$ cat src/rtl/nx_ia_arb_pkg.sv
// Shared types for the indirect-access arbiter: arbitration state, access owner
// and the response tag carried alongside each read/compare through the RAM latency.
package nx_ia_arb_pkg;

   typedef enum logic {
      ARB_HW = 1'b0,
      ARB_SW = 1'b1
   } arb_state_e;

   typedef enum logic {
      OWN_HW = 1'b0,
      OWN_SW = 1'b1
   } owner_e;

   typedef struct packed {
      logic   vld;
      owner_e owner;
      logic   cmp;
   } rsp_tag_t;

   localparam rsp_tag_t RSP_TAG_IDLE = '{vld: 1'b0, owner: OWN_HW, cmp: 1'b0};

endpackage

$ cat src/rtl/nx_ia_arb_rsp_pipe.sv
// Fixed-length delay line for response tags; a flush empties every stage on the
// next clock so nothing launched before it can ever produce a response.
module nx_ia_arb_rsp_pipe
   import nx_ia_arb_pkg::*;
#(
   parameter int DEPTH = 3
) (
   input  logic     clk,
   input  logic     flush,
   input  rsp_tag_t tag_in,
   output rsp_tag_t tag_out
);

   rsp_tag_t stage_q [DEPTH];
   rsp_tag_t stage_d [DEPTH];

   always_comb begin
      stage_d[0] = tag_in;
      for (int i = 1; i < DEPTH; i++) begin
         stage_d[i] = stage_q[i-1];
      end
      if (flush) begin
         for (int i = 0; i < DEPTH; i++) begin
            stage_d[i] = RSP_TAG_IDLE;
         end
      end
   end

   always_ff @(posedge clk) begin
      stage_q <= stage_d;
   end

   assign tag_out = stage_q[DEPTH-1];

endmodule

$ cat src/rtl/nx_indirect_access_arb.sv
// Arbitrates one single-port table RAM between the datapath (priority) and the
// software indirect-access controller, with a starvation counter protecting software.
module nx_indirect_access_arb
   import nx_ia_arb_pkg::*;
#(
   parameter int ADDR_BITS   = 14,
   parameter int DATA_BITS   = 38,
   parameter int AINDEX_BITS = 13,
   parameter int RD_LATENCY  = 2,
   parameter int WAIT_BITS   = 4
) (
   input  logic                   clk,
   input  logic                   rst,
   input  logic                   sw_cs,
   input  logic                   sw_ce,
   input  logic                   sw_we,
   input  logic [ADDR_BITS-1:0]   sw_add,
   input  logic [DATA_BITS-1:0]   sw_wdat,
   input  logic                   yield,
   input  logic                   sw_init,
   output logic                   grant,
   output logic                   rsp,
   output logic [DATA_BITS-1:0]   sw_rdat,
   output logic                   sw_match,
   output logic [AINDEX_BITS-1:0] sw_aindex,
   input  logic                   hw_req,
   input  logic                   hw_we,
   input  logic [ADDR_BITS-1:0]   hw_add,
   input  logic [DATA_BITS-1:0]   hw_wdat,
   output logic                   hw_gnt,
   output logic                   hw_rvld,
   output logic [DATA_BITS-1:0]   hw_rdat,
   output logic                   mem_cs,
   output logic                   mem_ce,
   output logic                   mem_we,
   output logic [ADDR_BITS-1:0]   mem_add,
   output logic [DATA_BITS-1:0]   mem_wdat,
   input  logic [DATA_BITS-1:0]   mem_rdat,
   input  logic                   mem_match,
   input  logic [AINDEX_BITS-1:0] mem_aindex
);

   localparam logic [WAIT_BITS-1:0] WAIT_MAX = '1;
   localparam logic [WAIT_BITS-1:0] WAIT_ONE = WAIT_BITS'(1);

   arb_state_e             state_q, state_d;
   logic [WAIT_BITS-1:0]   wait_cnt_q, wait_cnt_d;
   logic                   mem_cs_q, mem_cs_d;
   logic                   mem_ce_q, mem_ce_d;
   logic                   mem_we_q, mem_we_d;
   logic [ADDR_BITS-1:0]   mem_add_q, mem_add_d;
   logic [DATA_BITS-1:0]   mem_wdat_q, mem_wdat_d;
   logic [DATA_BITS-1:0]   sw_rdat_q, sw_rdat_d;
   logic [DATA_BITS-1:0]   hw_rdat_q, hw_rdat_d;
   logic                   sw_match_q, sw_match_d;
   logic [AINDEX_BITS-1:0] sw_aindex_q, sw_aindex_d;
   logic                   hw_ok;
   logic                   sw_rsp;
   logic                   hw_rsp;
   rsp_tag_t               launch_tag;
   rsp_tag_t               done_tag;

   // The datapath normally wins; ARB_SW flips priority for exactly one decision.
   always_comb begin
      hw_ok  = hw_req && !sw_init;
      grant  = 1'b0;
      hw_gnt = 1'b0;
      if (!rst) begin
         if (state_q == ARB_SW) begin
            grant  = sw_cs;
            hw_gnt = !sw_cs && hw_ok;
         end else begin
            hw_gnt = hw_ok;
            grant  = !hw_ok && sw_cs;
         end
      end
   end

   always_comb begin
      state_d = state_q;
      unique case (state_q)
         ARB_HW: if ((yield && sw_cs) || (wait_cnt_q == WAIT_MAX)) state_d = ARB_SW;
         ARB_SW: if (grant || !sw_cs) state_d = ARB_HW;
         default: state_d = ARB_HW;
      endcase

      if (!sw_cs || grant) begin
         wait_cnt_d = '0;
      end else if (wait_cnt_q != WAIT_MAX) begin
         wait_cnt_d = wait_cnt_q + WAIT_ONE;
      end else begin
         wait_cnt_d = wait_cnt_q;
      end
   end

   // Writes launch no tag, so only reads and compares come back as responses.
   always_comb begin
      mem_cs_d   = grant || hw_gnt;
      mem_ce_d   = 1'b0;
      mem_we_d   = 1'b0;
      mem_add_d  = '0;
      mem_wdat_d = '0;
      launch_tag = RSP_TAG_IDLE;
      if (grant) begin
         mem_ce_d         = sw_ce;
         mem_we_d         = sw_we;
         mem_add_d        = sw_add;
         mem_wdat_d       = sw_wdat;
         launch_tag.vld   = sw_ce || !sw_we;
         launch_tag.owner = OWN_SW;
         launch_tag.cmp   = sw_ce;
      end else if (hw_gnt) begin
         mem_we_d         = hw_we;
         mem_add_d        = hw_add;
         mem_wdat_d       = hw_wdat;
         launch_tag.vld   = !hw_we;
         launch_tag.owner = OWN_HW;
      end
   end

   nx_ia_arb_rsp_pipe #(
      .DEPTH (RD_LATENCY + 1)
   ) u_rsp_pipe (
      .clk     (clk),
      .flush   (rst),
      .tag_in  (launch_tag),
      .tag_out (done_tag)
   );

   // The tag leaves the pipe in the cycle the RAM data is valid, so data is
   // forwarded straight through and also held for the following cycles.
   always_comb begin
      sw_rsp      = !rst && done_tag.vld && (done_tag.owner == OWN_SW);
      hw_rsp      = !rst && done_tag.vld && (done_tag.owner == OWN_HW);
      sw_rdat_d   = sw_rdat_q;
      sw_match_d  = sw_match_q;
      sw_aindex_d = sw_aindex_q;
      hw_rdat_d   = hw_rdat_q;
      if (sw_rsp && !done_tag.cmp) sw_rdat_d = mem_rdat;
      if (sw_rsp && done_tag.cmp) begin
         sw_match_d  = mem_match;
         sw_aindex_d = mem_aindex;
      end
      if (hw_rsp) hw_rdat_d = mem_rdat;
   end

   always_ff @(posedge clk) begin
      if (rst) begin
         state_q     <= ARB_HW;
         wait_cnt_q  <= '0;
         mem_cs_q    <= 1'b0;
         mem_ce_q    <= 1'b0;
         mem_we_q    <= 1'b0;
         mem_add_q   <= '0;
         mem_wdat_q  <= '0;
         sw_rdat_q   <= '0;
         sw_match_q  <= 1'b0;
         sw_aindex_q <= '0;
         hw_rdat_q   <= '0;
      end else begin
         state_q     <= state_d;
         wait_cnt_q  <= wait_cnt_d;
         mem_cs_q    <= mem_cs_d;
         mem_ce_q    <= mem_ce_d;
         mem_we_q    <= mem_we_d;
         mem_add_q   <= mem_add_d;
         mem_wdat_q  <= mem_wdat_d;
         sw_rdat_q   <= sw_rdat_d;
         sw_match_q  <= sw_match_d;
         sw_aindex_q <= sw_aindex_d;
         hw_rdat_q   <= hw_rdat_d;
      end
   end

   assign mem_cs    = mem_cs_q;
   assign mem_ce    = mem_ce_q;
   assign mem_we    = mem_we_q;
   assign mem_add   = mem_add_q;
   assign mem_wdat  = mem_wdat_q;
   assign rsp       = sw_rsp;
   assign hw_rvld   = hw_rsp;
   assign sw_rdat   = sw_rdat_d;
   assign sw_match  = sw_match_d;
   assign sw_aindex = sw_aindex_d;
   assign hw_rdat   = hw_rdat_d;

endmodule
$ cat config.mk
export PLATFORM = sky130hd
export DESIGN_NAME = nx_indirect_access_arb
export DESIGN_NICKNAME = d
export VERILOG_FILES = /design/src/rtl/nx_ia_arb_pkg.sv /design/src/rtl/nx_ia_arb_rsp_pipe.sv /design/src/rtl/nx_indirect_access_arb.sv
export SDC_FILE = /design/constraint.sdc
export NUM_CORES = 1
export LEC_CHECK = 0
export ABC_AREA = 1
export ABC_CLOCK_PERIOD_IN_PS = 2100
export CAP_MARGIN = 20
export CORE_AREA = 2 2 126 128
export DETAILED_ROUTE_END_ITERATION = 6
export DIE_AREA = 0 0 128 130
export HOLD_SLACK_MARGIN = 0.06
export PLACE_DENSITY_LB_ADDON = 0.05
export RECOVER_POWER = 100
export SETUP_SLACK_MARGIN = 0.2
export SLEW_MARGIN = 25
export SYNTH_ARGS = -nofsm -noshare
export SYNTH_HDL_FRONTEND = slang
export SYNTH_SLANG_ARGS = --single-unit
export TNS_END_PERCENT = 50
$ cat constraint.sdc
create_clock -name clk -period 2.1 [get_ports clk]
set_input_delay 0.42 -clock clk [delete_from_list [all_inputs] [get_ports clk]]
set_output_delay 0.42 -clock clk [all_outputs]
set_load 0.03 [all_outputs]
==> flow_summary.yaml <==
outcome:
  status: "finished, violations left"
  violations: "setup timing"
timing:
  holdWs_ps: 393
  min_period_ps: 2180
  final_hold_viol_count: 0
  final.setup_skew_ps: 7.14
  slew_headroom_pct: 2.92
  fmax_ghz: 0.459
  layout_setup_ws_ps: -76.4
  tightest_slew_ps: 1460
  rsz0062_at_grt: "yes"
  fin_crit_sh_pct: 104
  setup-violations-final: 77
  slew_violations: 0
logic_synthesis:
  ys_top_cells_by_area: "dfxtp_1 48%, nand2_1 18%, inv_1 14%"
  syn_inst: 986
  ys_types: 24
  syn_nets: 1152
  avgSynthCellArea_um2: 6.64
  syn-cell-area_um2: 6550
  synth_edf_count: 0
  ys_ff_latch: 158
  ys.flop_type: "dfxtp_1"
  ys_seq_area_share_pct: 48.3
  yosys.area.top_type: "dfxtp_1"
  synth_warnings: 0
  ys_async_sr_fraction_pct: 0
  synth_top_cell_area_share_pct: 48.3
power_and_ir_drop:
  peakVddDrop_mv: 0.559
  power_mw: 7.37
  p_per_area_nw_per_um2: 618
  p_leak_nw: 6.44
route:
  vias_per_cell: 4.58
  route.vias.total: 7149
  drc: 0
  drtPass1Iterations: 4
  drt_wl_total_um: 23600
  wire_per_inst_um: 15.1
  drt_iter0_markers: 382
  postRouteAntennaNets: 0
clock_network:
  root_buffer: "clkbuf_16"
  path_clk_slew_ps: 60
  cts_tree: "done"
  numCtsBuffers: 17
  insertion_delay_ps: 430
  cts.sinks: 158
  cts_buffer_depth: 2
  htreeDepth: 4
  cts_hold_buf: 0
global_route:
  grt_pass1_wl_um: 33600
  grt_overflow: 0
  grt_pass1_vias: 6533
  antenna_found_initial: 1
  grt_max_degree: 69
  grt_use_total_pct: 26.5
worst_setup_path:
  worstPathRequired_ps: 1680
  critical_path_arrival_ps: 1760
  crit_path_end_kind: "output port"
  r2r-end: "sw_rdat_q[25]$_SDFF_PP0_"
  crit_fanout: 12
  r2r-start: "u_rsp_pipe.tag_out[0]$_SDFF_PP0_"
  rr_worst_depth: 15
  reg2reg_setup_slack_ps: 20
  start_kind: "flip-flop"
  crit_type: "reg2out"
finish:
  num-fill-cells: 1099
  final_area_um2: 11900
  nNetsFinal: 1522
  drive_above_1_share_pct: 28.0
  area_growth_pct: 82.3
  finalNonFillerCells: 1562
floorplanning:
  start_util_pct: 42.5
  fp.dieArea_um2: 16600
  rows: 46
  die_x_um: 128
  chipHeight_um: 130
  core_um2: 15400
  ioPinCount: 314
min_path:
  hold_depth: 2
  hold_path.class: "reg2reg"
  min_to: "u_rsp_pipe.tag_out[1]$_SDFF_PP0_"
  hp-start: "u_rsp_pipe.stage_q[4]$_SDFF_PP0_"
job:
  drv_cap: 0
placed_design:
  place_hpwl_um: 14600
  gp_congestion: 0.831
  portBuffers: 313
  place_inst: 1467
  place_area_um2: 9860
## repair_timing
action / in CTS / in global routing
gates cloned: 4 / 7
setup buffers: 40 / 11
setup endpoints to repair: 94 / 104
gates resized for setup: 191 / 173
pin swaps: 16 / 20
## final cells by class
cell class	instances	area, um2	area share, %
Inverter	256	968	8.11
Clock inverter	10	135	1.13
Timing Repair Buffer	402	4250	35.6
Sequential cell	158	3170	26.5
Clock buffer	22	484	4.06
Multi-Input combinational cell	521	2690	22.5
Tap cell	192	240	2.01
Antenna cell	1	2.50	0.0210
## where the power goes
group          switching [mW]  internal [mW]  total, mW
registers              0.0240           3.08       3.11
logic                   0.515          0.523       1.04
clock network            1.24           1.99       3.23
total                    1.78           5.60       7.37
## stage by stage
stage                     setup TNS, ps  setup slack, ps  utilization (%)
final                             -2710            -76.4             77.4
after global routing             -10790             -172             77.4
after CTS                         -2150            -49.9             72.8
after detailed placement          -1000             -110             63.9
after global placement             -935             -116             63.9
after floorplan                       0              235                -
## cells in the final DEF (no fill, tap or decap), types with 2 or more instances in the layout
| cell | synthesis | layout |
|---|---|---|
| dlygate4sd2_1 | 0 | 2 |
| nand4_1 | 55 | 55 |
| clkbuf_1 | 28 | 2 |
| dfxtp_2 | 0 | 2 |
| clkbuf_2 | 0 | 2 |
| nor2_4 | 1 | 2 |
| buf_12 | 0 | 16 |
| nor2_1 | 102 | 101 |
| buf_6 | 3 | 77 |
| clkinv_2 | 0 | 3 |
| buf_4 | 1 | 67 |
| o21ai_0 | 3 | 3 |
| nand2_2 | 1 | 53 |
| dfxtp_1 | 158 | 155 |
| bufinv_16 | 0 | 3 |
| nand2_4 | 0 | 23 |
| nand2_1 | 309 | 233 |
| dlymetal6s2s_1 | 0 | 10 |
| clkbuf_8 | 0 | 4 |
| inv_2 | 4 | 47 |
| clkbuf_4 | 0 | 3 |
| buf_16 | 0 | 4 |
| buf_2 | 15 | 6 |
| clkbuf_16 | 0 | 23 |
| nand3_1 | 4 | 4 |
| buf_8 | 0 | 2 |
| clkinvlp_4 | 0 | 4 |
| o21ai_4 | 0 | 4 |
| o21ai_2 | 0 | 34 |
| inv_1 | 252 | 207 |
| clkdlybuf4s50_1 | 0 | 206 |
## logic make-up after synthesis
family,share of synthesized area (%)
and+or+nand+nor,29.6
buffers and inverters,18.3
DFF,48.3
AOI/OAI and AO/OA,3.32
xor gates and xnor gates,0.267
adders and majority gates,0.191
## per-layer routing
metal  up-vias  track usage [%]  share of wire (%)
met4         0             12.7                4.4
met2       248             46.2                 51
met3        64             9.39                7.2
met5         -                0                  0
li1       3606                -                  -
met1      3231             28.8                 38
## cells in the mapped netlist, types with 3 or more instances
cell / number
buf_2: 15
clkbuf_1: 28
o21ai_1: 38
nand3_1: 4
dfxtp_1: 158
buf_1: 4
buf_6: 3
inv_2: 4
nor2_1: 102
nand2_1: 309
nand4_1: 55
inv_1: 252
o21ai_0: 3
## worst max-delay path, cell delays in order (launching register included)
cell	delay [ps]
dfxtp_2	340
inv_2	50
nor2_4	140
buf_6	130
buf_12	130
buf_12	130
nand4_1	110
nand2_2	130
inv_2	40
buf_6	130
## sequential cells by signal, indices dropped and copies added (netlist names)
name	cells
sw_aindex_q	13
mem_ce	1
u_rsp_pipe.stage_q	5
mem_add	14
u_rsp_pipe.tag_out	3
sw_rdat_q	38
hw_rdat_q	38
mem_wdat	38
mem_cs	1
sw_match_q	1
mem_we	1
state_q	1
wait_cnt_q	4
## how the worst max path moves through the flow
stage | start | to | slack [ps] | cells after the start
after CTS | u_rsp_pipe.tag_out[2]$_SDFF_PP0_ | hw_rdat[2] | -50 | 8
final | u_rsp_pipe.tag_out[2]$_SDFF_PP0_ | sw_rdat[3] | -80 | 9
after global placement | mem_aindex[5] | sw_aindex[5] | -120 | 6
after floorplan | rst | rsp | 230 | 3
after global routing | u_rsp_pipe.tag_out[0]$_SDFF_PP0_ | sw_rdat[21] | -170 | 9
after detailed placement | mem_aindex[5] | sw_aindex[5] | -110 | 6
Power figures use the tool's default switching activity.
